### src/rtl/mem_port_arbiter.sv
// Arbitrates one memory port between instruction fetch and load/store.
// Load/store has priority unless fetch has waited MAX_LS_STREAK grants.
module mem_port_arbiter #(
    parameter int MAX_LS_STREAK = 4
) (
    input  logic        clk,
    input  logic        reset,
    input  logic        if_req_i,
    input  logic [31:0] if_addr_i,
    input  logic        ls_req_i,
    input  logic        ls_we_i,
    input  logic [31:0] ls_addr_i,
    input  logic [31:0] ls_wdata_i,
    input  logic        mem_ready_i,
    input  logic [31:0] mem_rdata_i,
    output logic        mem_req_o,
    output logic        mem_we_o,
    output logic [31:0] mem_addr_o,
    output logic [31:0] mem_wdata_o,
    output logic        select_o,
    output logic        if_gnt_o,
    output logic        ls_gnt_o,
    output logic        if_done_o,
    output logic        ls_done_o,
    output logic [31:0] rdata_o
);

    localparam int SW = $clog2(MAX_LS_STREAK + 1);
    localparam logic [SW-1:0] STREAK_MAX = SW'(MAX_LS_STREAK);

    typedef enum logic [1:0] {IDLE, BUSY_IF, BUSY_LS} state_t;

    state_t        state;
    logic [SW-1:0] streak;
    logic          fetch_starved;
    logic          ls_win;
    logic          if_win;

    // Grants are decided combinationally so a requester still asserting during
    // its done cycle can be re-granted without a bubble.
    always_comb begin
        fetch_starved = if_req_i && (streak == STREAK_MAX);
        ls_win        = !reset && (state == IDLE) && ls_req_i && !fetch_starved;
        if_win        = !reset && (state == IDLE) && if_req_i && !ls_win;
        ls_gnt_o      = ls_win;
        if_gnt_o      = if_win;
    end

    always_ff @(posedge clk or posedge reset) begin
        if (reset) begin
            state       <= IDLE;
            streak      <= '0;
            mem_req_o   <= 1'b0;
            mem_we_o    <= 1'b0;
            mem_addr_o  <= 32'h0;
            mem_wdata_o <= 32'h0;
            select_o    <= 1'b0;
            if_done_o   <= 1'b0;
            ls_done_o   <= 1'b0;
            rdata_o     <= 32'h0;
        end else begin
            if_done_o <= 1'b0;
            ls_done_o <= 1'b0;
            case (state)
                IDLE: begin
                    if (ls_win) begin
                        state       <= BUSY_LS;
                        mem_req_o   <= 1'b1;
                        mem_we_o    <= ls_we_i;
                        mem_addr_o  <= ls_addr_i;
                        mem_wdata_o <= ls_wdata_i;
                        select_o    <= 1'b1;
                        // Only a waiting fetch makes a load/store grant count.
                        if (!if_req_i) begin
                            streak <= '0;
                        end else if (streak != STREAK_MAX) begin
                            streak <= streak + 1'b1;
                        end
                    end else if (if_win) begin
                        state      <= BUSY_IF;
                        mem_req_o  <= 1'b1;
                        mem_we_o   <= 1'b0;
                        mem_addr_o <= if_addr_i;
                        select_o   <= 1'b0;
                        streak     <= '0;
                    end
                end
                BUSY_IF, BUSY_LS: begin
                    if (mem_ready_i) begin
                        rdata_o   <= mem_rdata_i;
                        mem_req_o <= 1'b0;
                        if_done_o <= (state == BUSY_IF);
                        ls_done_o <= (state == BUSY_LS);
                        state     <= IDLE;
                    end
                end
                default: state <= IDLE;
            endcase
        end
    end

endmodule

### config.mk
export PLATFORM = sky130hd
export DESIGN_NAME = mem_port_arbiter
export DESIGN_NICKNAME = d
export VERILOG_FILES = /design/src/rtl/mem_port_arbiter.sv
export SDC_FILE = /design/constraint.sdc
export NUM_CORES = 1
export LEC_CHECK = 0
export CAP_MARGIN = 20
export CORE_AREA = 2 2 113 104
export DETAILED_ROUTE_END_ITERATION = 16
export DIE_AREA = 0 0 115 106
export GPL_ROUTABILITY_DRIVEN = 0
export GPL_TIMING_DRIVEN = 0
export PLACE_DENSITY = 0.81
export SLEW_MARGIN = 20
export SYNTH_ARGS = -nofsm -noshare
export SYNTH_HDL_FRONTEND = slang
export SYNTH_SLANG_ARGS = --single-unit
### constraint.sdc
create_clock -name clk -period 9.5 [get_ports clk]
set_clock_uncertainty 0.2 [all_clocks]
set_input_delay 1.9 -clock clk [delete_from_list [all_inputs] [get_ports clk]]
set_output_delay 1.9 -clock clk [all_outputs]
set_load 0.005 [all_outputs]
==> impl_metrics.env <==
export IMPL_status="completed"
export IMPL_diodes=0
export IMPL_yosysMostFrequentCell="nand2_1"
export IMPL_synthTopCellsByArea="dfrtp_1 (61%), nand2_1 (12%), mux2_2 (8.3%)"
export IMPL_io_pins=237
export IMPL_syn_avg_cell_area_um2=10.2
export IMPL_drc=0
export IMPL_synth_cell_types=25
export IMPL_tritoncts="done"
export IMPL_synth_edf_count=0
export IMPL_design_area_mm2=0.00723
export IMPL_met1Wirelength_um=5150
export IMPL_port_buffer_count=236
export IMPL_htree_num_levels=3
export IMPL_regArea_mm2=0.00265
export IMPL_ir_drop_mv=0.158
export IMPL_worstPathArrival_ns=3.73
export IMPL_hold_buffers=0
export IMPL_route_final_wire_length_um=12800
export IMPL_fmax_mhz=172
export IMPL_dieHeight_um=106
export IMPL_tns_ns=0
export IMPL_grt_max_degree=64
export IMPL_syn_to_final_growth_pct=66.9
export IMPL_grt_pass1_wl_um=20200
export IMPL_yosysWarnings=0
export IMPL_cap_violations=0
export IMPL_synth_nets=564
export IMPL_grtUsageTotal_pct=21.0
export IMPL_initial_core_util_pct=39.0
export IMPL_dr_pass1_iters=4
export IMPL_leakage_nw=3.27
export IMPL_synthTopCellsByCount="nand2_1 (134), dfrtp_1 (106), a21oi_1 (64)"
export IMPL_fp_row_count=37
export IMPL_async_flop_share_pct=100
export IMPL_drive_gt1_share_pct=11.1
export IMPL_hp_start="mem_wdata_o[24]"
export IMPL_antenna_found_initial=0
export IMPL_placedInstanceArea_mm2=0.00689
export IMPL_yosysTopAreaCellShare_pct=61.3
export IMPL_vias=3939
export IMPL_min_period_ns=5.83
export IMPL_routedWlPerCell_um=15.7
export IMPL_grt_ovfl_total=0
export IMPL_cts_sinks=106
export IMPL_hold_path_end="mem_wdata_o[24]"
export IMPL_max_slew_margin_pct=69.9
export IMPL_cp_start_kind="primary input"
export IMPL_dp_hpwl_um=9800
export IMPL_path_class="primary input to primary output"
export IMPL_rsz0062_at_grt="false"
export IMPL_hold_viol_final=0
export IMPL_critPathMaxFanout=10
export IMPL_drv_slew=0
export IMPL_cts_root_buf="clkbuf_16"
export IMPL_synth_seq_cells=106
export IMPL_cts_made_buffers=9
export IMPL_wl_met3_um=965
export IMPL_yosys_area_top_type="dfrtp_1"
export IMPL_setup_viol=0
export IMPL_maxUsedRoutingLayer="met4"
export IMPL_final_cells=813
export IMPL_wl_met2_um=6470
export IMPL_clk_pin_slew_ns=0.07
export IMPL_drtIter0Drc=152
export IMPL_min_path_type="flop to flop"
export IMPL_cts_resized_gates=0
export IMPL_fp_dieArea_mm2=0.0122
export IMPL_r2r_slack_ns=7.43
export IMPL_cts_buffer_depth=2
export IMPL_synth_flop_cell="dfrtp_1"
export IMPL_via_per_inst=4.85
export IMPL_seq_area_frac_synth_pct=61.3
export IMPL_r2r_start="state[0]"
export IMPL_die_w_um=115
export IMPL_postCtsSetupBuffers=0
export IMPL_grt_pass1_vias=4109
export IMPL_crit_required_ns=7.40
export IMPL_finalCritPeriodShare_pct=61.3
export IMPL_worst_pin_slew_ns=0.451
export IMPL_synthCells=425
export IMPL_nets=812
export IMPL_syn_area_mm2=0.00433
export IMPL_clock_latency_ns=0.34
export IMPL_holdPathStages=2
export IMPL_power_per_cell_area_mw_per_mm2=295
export IMPL_critPathCaptureType="primary output"
export IMPL_multiInputGateArea_mm2=0.00152
export IMPL_fp_coreArea_mm2=0.0111
export IMPL_r2r_end="mem_wdata_o[25]"
export IMPL_ant_nets=0
export IMPL_reg2reg_depth=8
export IMPL_place_inst=798
export IMPL_n_fill_cell=867
[cell usage in the layout (no fill, tap or decap)]
| cell type | Yosys | final |
|---|---|---|
| a21oi_1 | 64 | 64 |
| a22o_1 | 2 | 2 |
| a32o_1 | 1 | 1 |
| and2_1 | 1 | 1 |
| and3_1 | 2 | 2 |
| buf_16 | 0 | 1 |
| buf_2 | 18 | 18 |
| buf_4 | 4 | 4 |
| bufinv_16 | 0 | 3 |
| clkbuf_1 | 2 | 3 |
| clkbuf_16 | 0 | 9 |
| clkdlybuf4s50_1 | 0 | 236 |
| clkinv_2 | 0 | 1 |
| clkinv_4 | 0 | 1 |
| dfrtp_1 | 106 | 106 |
| ha_1 | 5 | 5 |
| inv_1 | 6 | 5 |
| inv_2 | 1 | 1 |
| inv_6 | 0 | 1 |
| mux2_2 | 32 | 32 |
| nand2_1 | 134 | 134 |
| nand2b_1 | 1 | 1 |
| nand3_1 | 2 | 2 |
| nand3_2 | 1 | 1 |
| nor2_1 | 33 | 33 |
| nor2b_4 | 1 | 1 |
| o21a_1 | 1 | 1 |
| o21ai_0 | 4 | 4 |
| o21ai_2 | 1 | 1 |
| o2bb2ai_1 | 1 | 1 |
| o31ai_2 | 1 | 1 |
| xnor2_1 | 1 | 1 |
[worst max-delay path by stage]
stage / from / endpoint / slack, ns / cells past startpoint
after detailed placement: reset / ls_gnt_o / 3.67 / 6
final: reset / ls_gnt_o / 3.67 / 6
after global routing: reset / ls_gnt_o / 3.59 / 6
after CTS: reset / ls_gnt_o / 3.66 / 6
after global placement: reset / mem_wdata_o[21] / 3.06 / 2
after floorplan: reset / if_done_o / 4.61 / 1
[report_power, final]
group          switching (mW)  internal (mW)
clock                   0.161          0.256
combinational           0.352          0.579
sequential              0.116          0.668
total                   0.630           1.50
[sequential cells by signal, indices dropped and copies added, names as in the netlist]
register / cells
mem_req_o: 1
state: 2
mem_wdata_o: 32
ls_done_o: 1
streak: 3
rdata_o: 32
select_o: 1
if_done_o: 1
mem_we_o: 1
mem_addr_o: 32
[layout make-up]
type                    instances  area share [%]
inverters                       7           0.433
clock buffers                  10            3.17
multi-input cells             288            21.1
well taps                     136            2.35
clock inverters                 5            1.44
flip-flops and latches        106            36.7
plain buffers                  24            1.77
repair buffers                237            33.1
[cell families after synthesis]
logic type / after synthesis / synth area share, %
multiplexers: 32 / 8.32
adder cells (fa/ha/maj): 5 / 1.45
XOR/XNOR: 1 / 0.202
AND/OR/NAND/NOR: 175 / 15.8
buffers and inverters: 31 / 3.55
AO/OA/AOI/OAI: 75 / 9.36
flip-flops: 106 / 61.3
[critical path: stages]
cell,delay [ns]
clkdlybuf4s50_1,0.52
nor2b_4,0.20
nand3_2,0.15
inv_2,0.17
buf_2,0.24
clkdlybuf4s50_1,0.54
[per-stage QoR]
stage | total power, mW | utilization [%] | hold slack (ns) | worst slack (ns)
2_1_floorplan | 1.14 | - | 0.270 | 4.61
3_3_place_gp | 1.69 | 61.8 | 0.256 | 3.06
3_5_place_dp | 1.73 | 62.0 | 0.265 | 3.67
4_1_cts | 2.15 | 65.0 | 0.279 | 3.66
5_1_grt | 2.27 | 65.0 | 0.308 | 3.59
6_report | 2.13 | 65.0 | 0.273 | 3.67
[metal layers]
metal | track usage (%) | vias up
met5 | 0 | -
met1 | 25.7 | 1903
li1 | - | 1876
met3 | 5.64 | 13
met4 | 6.45 | 0
met2 | 36.1 | 147
Power figures use the tool's default switching activity.
